## src/rtl/uartrx.sv

```systemverilog
`default_nettype none
// ============================================================================
// Module   : uartrx
// Purpose  : 8N1 UART receiver. Deserializes frames arriving on an
//            asynchronous serial line into bytes and presents each good byte
//            with a one-cycle valid strobe. Shares its bit-timing parameter
//            with the matching transmitter.
// Ports    : i_Clock        - system clock, rising edge
//            i_Reset        - synchronous, active-high reset
//            i_RX_Serial    - asynchronous serial input, idle high
//            o_RX_DV        - one-cycle strobe, o_RX_Byte valid in that cycle
//            o_RX_Byte      - last correctly framed byte (LSB first on line)
//            o_RX_Busy      - high while receiving or waiting for line recovery
//            o_RX_Frame_Err - one-cycle strobe when the stop bit is sampled low
// Revision : 1.0 - initial release
// ============================================================================
module uartrx #(
    parameter int CLKS_PER_BIT = 217
) (
    input  logic       i_Clock,
    input  logic       i_Reset,
    input  logic       i_RX_Serial,
    output logic       o_RX_DV,
    output logic [7:0] o_RX_Byte,
    output logic       o_RX_Busy,
    output logic       o_RX_Frame_Err
);

    localparam int c_CW   = $clog2(CLKS_PER_BIT);
    localparam int c_HALF = (CLKS_PER_BIT - 1) / 2;

    // The counter reads 0 in the cycle after a transition, so the decision
    // edge for "HALF clocks after entering START" is seen at HALF-1. This puts
    // the start check at k+2+HALF and every later sample one full bit apart.
    localparam logic [c_CW-1:0] c_START_LAST = c_CW'(c_HALF - 1);
    localparam logic [c_CW-1:0] c_BIT_LAST   = c_CW'(CLKS_PER_BIT - 1);

    typedef enum logic [2:0] {
        S_IDLE      = 3'd0,
        S_START     = 3'd1,
        S_DATA      = 3'd2,
        S_STOP      = 3'd3,
        S_WAIT_HIGH = 3'd4
    } state_t;

    state_t          r_state;
    logic            r_sync1;
    logic            r_sync2;
    logic [c_CW-1:0] r_count;
    logic [2:0]      r_index;
    logic [7:0]      r_shift;
    logic [7:0]      r_byte;
    logic            r_dv;
    logic            r_ferr;
    logic            r_busy;

    always_ff @(posedge i_Clock) begin
        if (i_Reset) begin
            r_state <= S_IDLE;
            r_sync1 <= 1'b1;
            r_sync2 <= 1'b1;
            r_count <= '0;
            r_index <= 3'd0;
            r_shift <= 8'h00;
            r_byte  <= 8'h00;
            r_dv    <= 1'b0;
            r_ferr  <= 1'b0;
            r_busy  <= 1'b0;
        end else begin
            r_sync1 <= i_RX_Serial;
            r_sync2 <= r_sync1;
            r_dv    <= 1'b0;
            r_ferr  <= 1'b0;
            r_count <= r_count + c_CW'(1);

            case (r_state)
                S_IDLE: begin
                    if (!r_sync2) begin
                        r_state <= S_START;
                        r_count <= '0;
                        r_busy  <= 1'b1;
                    end
                end

                S_START: begin
                    if (r_count == c_START_LAST) begin
                        r_count <= '0;
                        if (!r_sync2) begin
                            r_state <= S_DATA;
                            r_index <= 3'd0;
                        end else begin
                            // Line went back high before mid-start: glitch.
                            r_state <= S_IDLE;
                            r_busy  <= 1'b0;
                        end
                    end
                end

                S_DATA: begin
                    if (r_count == c_BIT_LAST) begin
                        r_count          <= '0;
                        r_shift[r_index] <= r_sync2;
                        r_index          <= r_index + 3'd1;
                        if (r_index == 3'd7) begin
                            r_state <= S_STOP;
                        end
                    end
                end

                S_STOP: begin
                    if (r_count == c_BIT_LAST) begin
                        r_count <= '0;
                        if (r_sync2) begin
                            // Return at mid-stop so a following start bit
                            // is caught without losing a frame.
                            r_byte  <= r_shift;
                            r_dv    <= 1'b1;
                            r_state <= S_IDLE;
                            r_busy  <= 1'b0;
                        end else begin
                            r_ferr  <= 1'b1;
                            r_state <= S_WAIT_HIGH;
                        end
                    end
                end

                S_WAIT_HIGH: begin
                    // Hold off on breaks / stuck-low lines until they recover.
                    if (r_sync2) begin
                        r_state <= S_IDLE;
                        r_count <= '0;
                        r_busy  <= 1'b0;
                    end
                end

                default: begin
                    r_state <= S_IDLE;
                    r_count <= '0;
                    r_busy  <= 1'b0;
                end
            endcase
        end
    end

    assign o_RX_DV        = r_dv;
    assign o_RX_Byte      = r_byte;
    assign o_RX_Busy      = r_busy;
    assign o_RX_Frame_Err = r_ferr;

endmodule
`default_nettype wire

```

## config.mk

```make
export PLATFORM = sky130hd
export DESIGN_NAME = uartrx
export DESIGN_NICKNAME = d
export VERILOG_FILES = /design/src/rtl/uartrx.sv
export SDC_FILE = /design/constraint.sdc
export NUM_CORES = 1
export LEC_CHECK = 0
export BUFFER_PORTS_ARGS = -buffer_cell sky130_fd_sc_hd__buf_2
export CORE_MARGIN = 2
export CORE_UTILIZATION = 58
export CTS_CLUSTER_DIAMETER = 150
export DETAILED_ROUTE_END_ITERATION = 10
export PLACE_DENSITY = 0.78
export SLEW_MARGIN = 25
export SYNTH_ARGS = -nofsm -noshare
export SYNTH_HDL_FRONTEND = slang
export SYNTH_SLANG_ARGS = --single-unit
```

## constraint.sdc

```tcl
create_clock -name i_Clock -period 2.4 [get_ports i_Clock]
set_input_delay 0.36 -clock i_Clock [delete_from_list [all_inputs] [get_ports i_Clock]]
set_output_delay 0.36 -clock i_Clock [all_outputs]
set_load 0.05 [all_outputs]
```

# [Word level (Yosys, flattened, before mapping)]
# Index checks and enable logic that the tools add are counted.
[word_totals] in_bits=3 regBits=35 elab_cells=69 out_inout_bits=11
[classes] bitwise=3 mux=28 magnitude_cmp=2 eq_ne=14 n_reduce_logical=10 add_sub_neg=2
[op_table] op="8-bit 2-to-1 mux" count=4
[op_table] op="8-bit one-hot mux with 4 select lines" count=1
[op_table] op="3-bit 2-to-1 mux" count=10
[op_table] op="3-bit one-hot mux with 5 select lines" count=1
[op_table] op="2-bit inequality test, second input constant" count=7
[op_table] op="8-bit by 1-bit adder with 8-bit output, second input constant" count=1
[op_table] op="8-bit bitwise mux" count=1
[op_table] op="8-bit by 7-bit == test with 1-bit output, second input constant" count=1
[op_table] op="8-bit == test, second input constant" count=1
[op_table] op="4-bit AND reduction" count=2
[op_table] op="1-bit 2-to-1 mux" count=7
[op_table] op="3-bit by 2-bit == test with 1-bit output, second input constant" count=2
[op_table] op="3-bit == test, second input constant" count=2
[op_table] op="3-bit one-hot mux with 2 select lines" count=1
[op_table] op="6-bit AND reduction" count=1
[op_table] op="1-bit one-hot mux with 5 select lines" count=1
[op_table] op="3-bit by 4-bit less-than comparator with 1-bit output, second input constant" count=1
[op_table] op="3-bit by 1-bit adder with 3-bit output, second input constant" count=1
[op_table] op="1-bit demux with 3-bit select" count=1
[op_table] op="3-bit by 1-bit == test with 1-bit output, second input constant" count=1
[op_table] op="3-bit by 1-bit greater-or-equal comparator with 1-bit output, second input constant" count=1
[op_table] op="3-bit logical NOT" count=1
[op_table] op="1-bit NOT" count=3
[op_table] op="3-bit AND reduction" count=1
[op_table] op="other kinds (6)" count=6

# [Logic depth before layout (Yosys ltp)]
# Gate-level depths: netlist (run 1).
[depth] ltp_word=5 ltp_mapped=7

# [Least setup slack after synthesis (run 1)]
# Ideal clock, no wire load.
[synth_timing] path_kind="reg-to-reg" start="register r_count[2]" end="register r_index[1]" arrival_ns=1.626 setup_ns=0.072 t_required_ns=2.328 path_slack_ns=0.702 stages_incl_launch_ff=6 period_less_slack_ns=1.698 n_path_buf=1 cell_sequence="dfxtp_1 nand2b_1 or4_1 buf_6 a221oi_4 mux2i_1"
[synth_between] elab_chain_len=3
[synth_lines] item="from (decl)" line_no="49" source="logic [c_CW-1:0] r_count;"
[synth_lines] item="from (signal assigned)" line_no="74" source="r_count <= r_count + c_CW'(1);"
[synth_lines] item="8-bit == test or 8-bit by 7-bit == test with 1-bit output (tied branches)" line_no="100, 86"
[synth_lines] item="2-bit inequality test (no source line)"
[synth_lines] item="4-bit AND reduction (no source line) (*)"
[synth_lines] item="to (signal assigned)" line_no="103" source="r_index <= r_index + 3'd1;"
[synth_lines] item="to (decl)" line_no="50" source="logic [2:0] r_index;"
# Mark *: on every way between the ends. The rest lies on a longest branch, timed or not.
# A chain may end at the register's enable or synchronous reset.

# [Final worst setup path (run 1)]
[layout_timing] start="register r_count[6]" end="register r_index[2]"
# Same word-level chain as after synthesis.

==> results.toml, run 1 <==
[status]
status = "completed"

[timing]
period_share = 0.812
slew_headroom = 0.544
tightest_slew_ps = 682
period_needed_ps = 1950
hold_viol = 0
setup_tns_ps = 0
setup_viol = 0
max_freq_ghz = 0.513
rsz0062_at_grt = "false"
hold_ws_ps = 199
skew_ps = 7.98
slew_viol_final = 0

[yosys]
yosysMostFrequentCell = "dfxtp_1"
yosysSeqAreaShare = 0.417
synth-main-ff-cell = "dfxtp_1"
synthTopCellsByArea = "dfxtp_1 42%, mux2i_1 12%, nand2_1 5.4%"
ys_types = 40
netlist_area_mm2 = 0.00168
syn_avg_cell_area_um2 = 9.43
synth_top_area_share = 0.417
postSynthCellCount = 178
ys_ff_latch = 35
ys_top_cells_by_count = "35 x dfxtp_1, 24 x nand2_1, 24 x nor2_1"
synthesis.nets = 185
yosys.area.top_type = "dfxtp_1"
ys_warn_count = 0
async_reset_ff_frac = 0
synth-edff-count = 0

[cells_and_area]
fin_nets = 199
syn_to_final_growth_pct = 7.90
final_layout_size_suffix_gt1_frac = 0.161
antenna_cells = 0

[detailed_routing]
via_per_inst = 5.74
routed_wl_um = 3060
post-route-drc-count = 0
drt_pass1_iterations = 4
avgRoutedWirePerCell_um = 13.7
vias = 1286
postRouteAntennaNets = 0
drt_iter0_markers = 62

[grt]
antenna_found_initial = 0
grt_pass1_wl_um = 5350
grt_pass1_vias = 1190
overflow = 0
globalRouteTotalUtil = 0.208
grt_max_degree = 17

[worst_setup_path]
crit_path_cell_trace = "nand2b_1 -> or4_1 -> a221oi_4 -> mux2i_1"
critical_path.top_delay_family = "simple AND/OR/NAND/NOR gates"
cp_num_buf_inv = 0
crit_fanout = 8
required_ps = 2670
startpoint_type = "flip-flop"
endpoint_kind = "flip-flop"
slowest_delay_ps = 720
crit_slowest_cell = "or4_1"
cp_data_arrival_time_ps = 2210
timing_worst_setup_path_type = "reg2reg"

[placed_design]
routabilityCongestion = 0.780
numPortBuffers = 13
hpwl_um = 2240

[cts]
cts_tree = "yes"
clock_path_buffers = 2
path_clk_slew_ps = 110
htreeDepth = 2
cts-root-buf = "clkbuf_4"
ctsResizeCount = 0
post-cts-setup-buffers = 0
cts_buffers = 5
cts_sinks = 35
clkLatencyLatePin_ps = 340
hold_buffers = 0

[min_path]
hold_class = "in2reg"

[die]
ios = 14
rows = 19
die_y_um = 57.8
dieArea_mm2 = 0.00334
core_region_area_mm2 = 0.00276
die_w_um = 57.8
start_util = 0.609

[power_and_ir_drop]
power-per-cell-area_mw_per_mm2 = 584
power_leakage_nw = 0.704
ir_worst_vdd_mv = 0.513

[run]
max_cap_violations = 0
-- kinds of logic (layout without fill, tap and decap cells) --
group,Yosys count,count (layout),share of synthesized area
flops,35,35,0.417
fa+ha+maj,4,4,0.0298
buf+inv,13,28,0.0350
xor+xnor,7,7,0.0365
simple gates,88,88,0.285
compound gates,11,11,0.0767
mux,20,20,0.119
-- registers in the layout, indices dropped and copies added, names as in the netlist --
register and flops:
r_count 8, r_sync2 1, r_index 3, o_RX_Byte 8, r_sync1 1, r_shift 8
o_RX_Frame_Err 1, o_RX_Busy 1, o_RX_DV 1, r_state 3
-- power breakdown --
part | total [W] | switching, W | leakage [nW] | internal (W)
Sequential | 0.000620 | 0.0000227 | 0.283 | 0.000597
Combinational | 0.000132 | 0.0000783 | 0.392 | 0.0000536
Clock | 0.000307 | 0.000194 | 0.0282 | 0.000113
-- path summary, 6_finish.rpt --
path,to,slack [ps],depth (start not counted),start
min,r_sync1,200,2,i_RX_Serial
min reg2reg,r_sync2,430,1,r_sync1
max reg2reg,r_index[2],450,4,r_count[6]
max,r_index[2],450,4,r_count[6]
-- placed cells by master, fill, tap and decap left out, types with 2 or more instances in the layout --
cell type	netlist	routed
xnor2_1	4	4
a211oi_1	2	2
nand2b_1	3	3
or2_2	2	2
nand4_1	6	6
ha_1	4	4
and2_1	2	2
nand3_1	7	7
nor2b_1	4	4
nor2_1	24	24
buf_2	2	13
nor4_1	2	2
xor2_1	3	3
nor3_1	2	2
mux2i_1	20	20
buf_4	0	2
dfxtp_1	35	35
inv_1	4	4
nand2_1	24	24
or3b_1	3	3
clkbuf_4	0	5
-- layer usage --
layer	up-vias	global-route usage	wire length, um
met2	27	0.328	1450
met1	614	0.261	1450
met3	5	0.0692	114
li1	640	-	-
met5	-	0	0
met4	0	0.0897	40
-- per-stage QoR --
| step | utilization | area, um2 | std cells | worst slack [ps] | power, W |
|---|---|---|---|---|---|
| finish | 0.657 | 1810 | 224 | 452 | 0.00106 |
| global route | 0.657 | 1810 | 224 | 276 | 0.00111 |
| CTS | 0.657 | 1810 | 224 | 451 | 0.00107 |
| detailed placement | 0.637 | 1760 | 216 | 474 | 0.000764 |
| global placement | 0.637 | 1760 | 216 | 545 | 0.000757 |
| floorplan | - | 1680 | 178 | 702 | 0.000737 |
-- cell type report --
class	count	area [um2]
inverters	5	18.8
repair buffers	15	80.1
multi-input cells	130	920
clock buffers	6	41.3
well taps	31	38.8
clock inverters	2	12.5
flip-flops and latches	35	701
fillers	226	946
Note: power is estimated with default switching activity, not from simulation.
==> run 2: changes to the inputs <==
--- a/config.mk
+++ b/config.mk
@@ -7,10 +7,10 @@
 export LEC_CHECK = 0
 export BUFFER_PORTS_ARGS = -buffer_cell sky130_fd_sc_hd__buf_2
 export CORE_MARGIN = 2
-export CORE_UTILIZATION = 58
+export CORE_UTILIZATION = 52
 export CTS_CLUSTER_DIAMETER = 150
 export DETAILED_ROUTE_END_ITERATION = 10
-export PLACE_DENSITY = 0.78
+export PLACE_DENSITY = 0.74
 export SLEW_MARGIN = 25
 export SYNTH_ARGS = -nofsm -noshare
 export SYNTH_HDL_FRONTEND = slang
==> constraint.sdc (replaced) <==
create_clock -name i_Clock -period 1.75 [get_ports i_Clock]
set_input_delay 0.2625 -clock i_Clock [delete_from_list [all_inputs] [get_ports i_Clock]]
set_output_delay 0.2625 -clock i_Clock [all_outputs]
set_load 0.05 [all_outputs]
==> run 2 against run 1 <==
  * Critical path depth rose by 3
  * Clock skew rose by 7.4 ps
  * Non-clock buffer count rose by 17
  * Core utilization rose by 0.12 points
  * Final area rose by 11%
  * Wire length rose by 14%
  * Fmax rose by 13%
  * Flip-flop and latch count did not move
  * Power rose by 44%
  * Worst setup slack got worse by 430 ps
  * First-iteration DRC count rose by 31%
  * Sequential power rose by 36%
==> results.toml, run 2 (synthesis gave the netlist of run 1 again) <==
[grt]
overflow = 0
globalRouteTotalUtil = 0.220
grt_pass1_wl_um = 6000
grt_max_degree = 16
grt_pass1_vias = 1395
antenna_found_initial = 0

[placed_design]
dp_slack_ps = -65.5
dp.cells = 244
routabilityCongestion = 0.933
numPortBuffers = 13
hpwl_um = 2480

[die]
rows = 20
dieArea_mm2 = 0.00370
ios = 14
core_region_area_mm2 = 0.00305
die_w_um = 60.8
die_y_um = 60.8
start_util = 0.550

[worst_setup_path]
cp-startpoint = "r_count[0]"
cp_data_arrival_time_ps = 1950
crit_fanout = 6
r2r_cells = 7
startpoint_type = "flip-flop"
required_ps = 1980
ff2ff_setup_slack_ps = 20
r2r_start = "r_count[0]"
reg2reg_to = "r_state[0]"
endpoint_kind = "flip-flop"
timing_worst_setup_path_type = "reg2reg"

[min_path]
whs_endpoint = "r_sync1"
hold_depth = 2
hp-start = "i_RX_Serial"
hold_class = "in2reg"

[power_and_ir_drop]
p_comb_frac = 0.160
power_leakage_nw = 0.799
p_sw_frac = 0.291
p_sw_w = 0.000445
power-per-cell-area_mw_per_mm2 = 761
p_int_w = 0.00108
p_seq_frac = 0.552
ir_worst_vdd_mv = 0.456
p_clk_frac = 0.289

[cts]
clock_path_buffers = 2
htreeDepth = 2
clkLatencyLatePin_ps = 360
cts_tree = "yes"
hold_buffers = 0
cts-root-buf = "clkbuf_4"
path_clk_slew_ps = 100
cts_buffers = 5
cts_sinks = 35

[detailed_routing]
drt_pass1_iterations = 4
routed_wl_um = 3490
avgRoutedWirePerCell_um = 13.7
vias = 1389
via_per_inst = 5.47
drt_iter0_markers = 81
post-route-drc-count = 0
postRouteAntennaNets = 0

[timing]
slew_headroom = 0.737
tightest_slew_ps = 393
hold_viol = 0
skew_ps = 15.3
slew_viol_final = 0
setup_viol = 0
period_share = 0.987
period_needed_ps = 1730
rsz0062_at_grt = "true"
finalWorstSetupSlack_ps = 23.4
max_freq_ghz = 0.579

[cells_and_area]
fin_cells = 254
fin_nets = 216
syn_to_final_growth_pct = 19.7
final_common_cell = "dfxtp_1"
layout_common_cells = "33 x dfxtp_1, 24 x nor2_1, 23 x nand2_1"
fillerInstances = 265
antenna_cells = 0
final_layout_size_suffix_gt1_frac = 0.267

[run]
max_cap_violations = 0

[status]
status = "completed"
-- run 2: metal layers --
layer,share of wire,wire length [um],vias to the layer above,GRT usage
met5,0,0,-,0
met4,0.023,80,0,0.106
met3,0.040,140,10,0.0618
met2,0.51,1780,32,0.363
met1,0.43,1490,669,0.264
li1,-,-,678,-
-- run 2: worst max-delay path by stage --
stage	endpoint	slack, ps
floorplan	r_index[1]	50
global placement	r_state[2]	-6
detailed placement	r_count[2]	-70
CTS	o_RX_Busy	5
global route	o_RX_Busy	-30
finish	r_state[0]	20
-- run 2: through the flow --
step | power [W] | utilization | hold WS [ps] | cell area [um2] | TNS (ps)
6_report | 0.00153 | 0.658 | 89.3 | 2010 | 0
5_1_grt | 0.00159 | 0.658 | 102 | 2010 | -47.4
4_1_cts | 0.00153 | 0.654 | 87.6 | 2000 | 0
3_5_place_dp | 0.00107 | 0.622 | 396 | 1900 | -486
3_3_place_gp | 0.00106 | 0.622 | 397 | 1900 | -5.58
2_1_floorplan | 0.00101 | - | 339 | 1680 | 0
-- run 2: power by group through the flow --
| stage | sequential, W | combinational, W | clock, W |
|---|---|---|---|
| 4_1_cts | 0.000843 | 0.000235 | 0.000447 |
| 3_5_place_dp | 0.000858 | 0.000216 | 0 |
| 5_1_grt | 0.000847 | 0.000266 | 0.000480 |
| 3_3_place_gp | 0.000856 | 0.000208 | 0 |
| 6_report | 0.000843 | 0.000244 | 0.000441 |
| 2_1_floorplan | 0.000864 | 0.000147 | 0 |
-- run 2: final cells by class --
cell class	instances	area (um2)	area share
repair buffers	32	220	0.110
clock inverters	2	12.5	0.00623
clock buffers	6	41.3	0.0205
inverters	5	18.8	0.00934
well taps	44	55.1	0.0274
flip-flops and latches	35	703	0.350
multi-input cells	130	958	0.477
-- run 2: timing repair --
action / in CTS / in global routing
setup buffers: 2 / 1
resized for setup: 8 / 4
pin swaps: 1 / 3
gates cloned: 0 / 0
setup endpoints to repair: 13 / 9
endpoints found under the hold margin: 0 / 0
-- run 2: critical path, stage by stage, from the launching register on --
cell      delay (ps)
dfxtp_2          350
inv_2             60
ha_4             140
nand2_2           40
or4_4            490
buf_4            170
a211oi_1         260
nor4b_1           90
==> run 3: changes to the inputs <==
--- a/config.mk
+++ b/config.mk
@@ -6,11 +6,13 @@
 export NUM_CORES = 1
 export LEC_CHECK = 0
 export BUFFER_PORTS_ARGS = -buffer_cell sky130_fd_sc_hd__buf_2
+export CELL_PAD_IN_SITES_DETAIL_PLACEMENT = 0
+export CELL_PAD_IN_SITES_GLOBAL_PLACEMENT = 1
 export CORE_MARGIN = 2
-export CORE_UTILIZATION = 52
+export CORE_UTILIZATION = 41
 export CTS_CLUSTER_DIAMETER = 150
 export DETAILED_ROUTE_END_ITERATION = 10
-export PLACE_DENSITY = 0.74
+export PLACE_DENSITY_LB_ADDON = 0.1
 export SLEW_MARGIN = 25
 export SYNTH_ARGS = -nofsm -noshare
 export SYNTH_HDL_FRONTEND = slang
==> run 3 against run 2 <==
  * Flip-flop and latch count unchanged
  * Core utilization shrank 12 points
  * Critical path depth decreased by 1
==> results.toml, run 3 (synthesis gave the netlist of run 1 again) <==
[status]
status = "completed"

[cells_and_area]
antenna_cells = 0
final_common_cell = "dfxtp_1"
fillerInstances = 361
syn_to_final_growth_pct = 26.5
final_layout_size_suffix_gt1_frac = 0.307
multi_input_area_um2 = 992
layout_common_cells = "32 x dfxtp_1, 23 x nand2_1, 23 x nor2_1"
fin_cells = 265
fin_nets = 221
final_util = 0.535
regArea_um2 = 704

[placed_design]
dp.cells = 255
hpwl_um = 2540
numPortBuffers = 13
routabilityCongestion = 0.886

[die]
core_region_area_mm2 = 0.00397
start_util = 0.423
rows = 23
die_y_um = 68.0
die_w_um = 68.0
ios = 14
dieArea_mm2 = 0.00462

[cts]
path_clk_slew_ps = 70
clkLatencyLatePin_ps = 280
cts-root-buf = "clkbuf_8"
hold_buffers = 0
htreeDepth = 2
cts_sinks = 35
cts_buffers = 5
clock_path_buffers = 2
cts_tree = "yes"

[timing]
skew_ps = 8.44
setup_viol = 0
period_share = 0.988
hold_viol = 0
slew_viol_final = 0
period_needed_ps = 1730
tightest_slew_ps = 395
rsz0062_at_grt = "true"
slew_headroom = 0.734
max_freq_ghz = 0.578

[worst_setup_path]
timing_worst_setup_path_type = "reg2reg"
ff2ff_setup_slack_ps = 20
cp_num_buf_inv = 1
cp-startpoint = "r_count[0]"
r2r_start = "r_count[0]"
reg2reg_to = "r_index[1]"
critical_path.top_delay_family = "simple AND/OR/NAND/NOR gates"
r2r_cells = 6
slowest_delay_ps = 420
required_ps = 1970
endpoint = "r_index[1]"
worst-path-stages = 6
cp_data_arrival_time_ps = 1940
startpoint_type = "flip-flop"
endpoint_kind = "flip-flop"
crit_path_cell_trace = "buf_6 -> ha_4 -> and4b_2 -> nand4_1 -> a221oi_4 -> mux2i_1"
crit_slowest_cell = "a221oi_4"
crit_fanout = 3

[grt]
grt_max_degree = 16
overflow = 0
globalRouteTotalUtil = 0.177
grt_pass1_wl_um = 6000
antenna_found_initial = 0
grt_pass1_vias = 1229

[power_and_ir_drop]
ir_worst_vdd_mv = 0.556
p_comb_frac = 0.176
p_int_w = 0.00124
p_sw_frac = 0.269
p_clk_frac = 0.330
p_sw_w = 0.000457
power_leakage_nw = 0.839
power-per-cell-area_mw_per_mm2 = 798
p_seq_frac = 0.494
finalPower_w = 0.00170

[detailed_routing]
via_per_inst = 5.04
postRouteAntennaNets = 0
avgRoutedWirePerCell_um = 13.4
drt_iter0_markers = 80
drt_pass1_iterations = 4
post-route-drc-count = 0
routed_wl_um = 3560
vias = 1335

[min_path]
hold_class = "in2reg"
hp-start = "i_RX_Serial"

[run]
max_cap_violations = 0
-- run 3: power groups by stage --
stage	clock network (W)	logic, W	registers (W)
global placement	0	0.000239	0.000850
global route	0.000613	0.000327	0.000842
detailed placement	0	0.000242	0.000851
floorplan	0	0.000147	0.000864
finish	0.000559	0.000299	0.000838
CTS	0.000576	0.000268	0.000836
-- run 3: metal layers --
layer | part of all wire | vias up | GRT usage
met2 | 0.47 | 26 | 0.275
met1 | 0.48 | 615 | 0.236
met5 | 0 | - | 0
met3 | 0.038 | 5 | 0.0493
met4 | 0.015 | 0 | 0.0600
li1 | - | 689 | -
-- run 3: area by class of cell --
type | instances | area share
inverter | 5 | 0.00883
sequential | 35 | 0.332
multi-input combinational | 130 | 0.467
clock inverter | 1 | 0.00236
tap | 50 | 0.0294
clock buffer | 7 | 0.0359
timing repair buffer | 37 | 0.125
-- run 3: per-stage QoR --
stage	worst slack (ps)	hold slack [ps]	setup TNS (ps)	area, um2
after CTS	-17.6	152	-44.8	2060
after floorplan	51.9	339	0	1680
after global placement	-79.7	397	-682	1940
after global routing	-61.9	153	-143	2120
final	21.1	161	0	2120
after detailed placement	-141	403	-1470	1940
-- run 3: worst min-delay path by stage --
| stage | cells past startpoint | slack, ps | to |
|---|---|---|---|
| 6_report | 2 | 160 | r_sync1 |
| 5_1_grt | 2 | 150 | r_sync1 |
| 4_1_cts | 2 | 150 | r_sync1 |
| 3_5_place_dp | 1 | 400 | r_sync2 |
| 3_3_place_gp | 1 | 400 | r_sync2 |
| 2_1_floorplan | 1 | 340 | r_state[0] |
-- run 3: what timing repair did --
| item | in CTS | in global routing |
|---|---|---|
| setup endpoints to repair | 16 | 30 |
| buffers inserted | 0 | 2 |
| pin swaps | 4 | 7 |
| gates resized for setup | 9 | 12 |
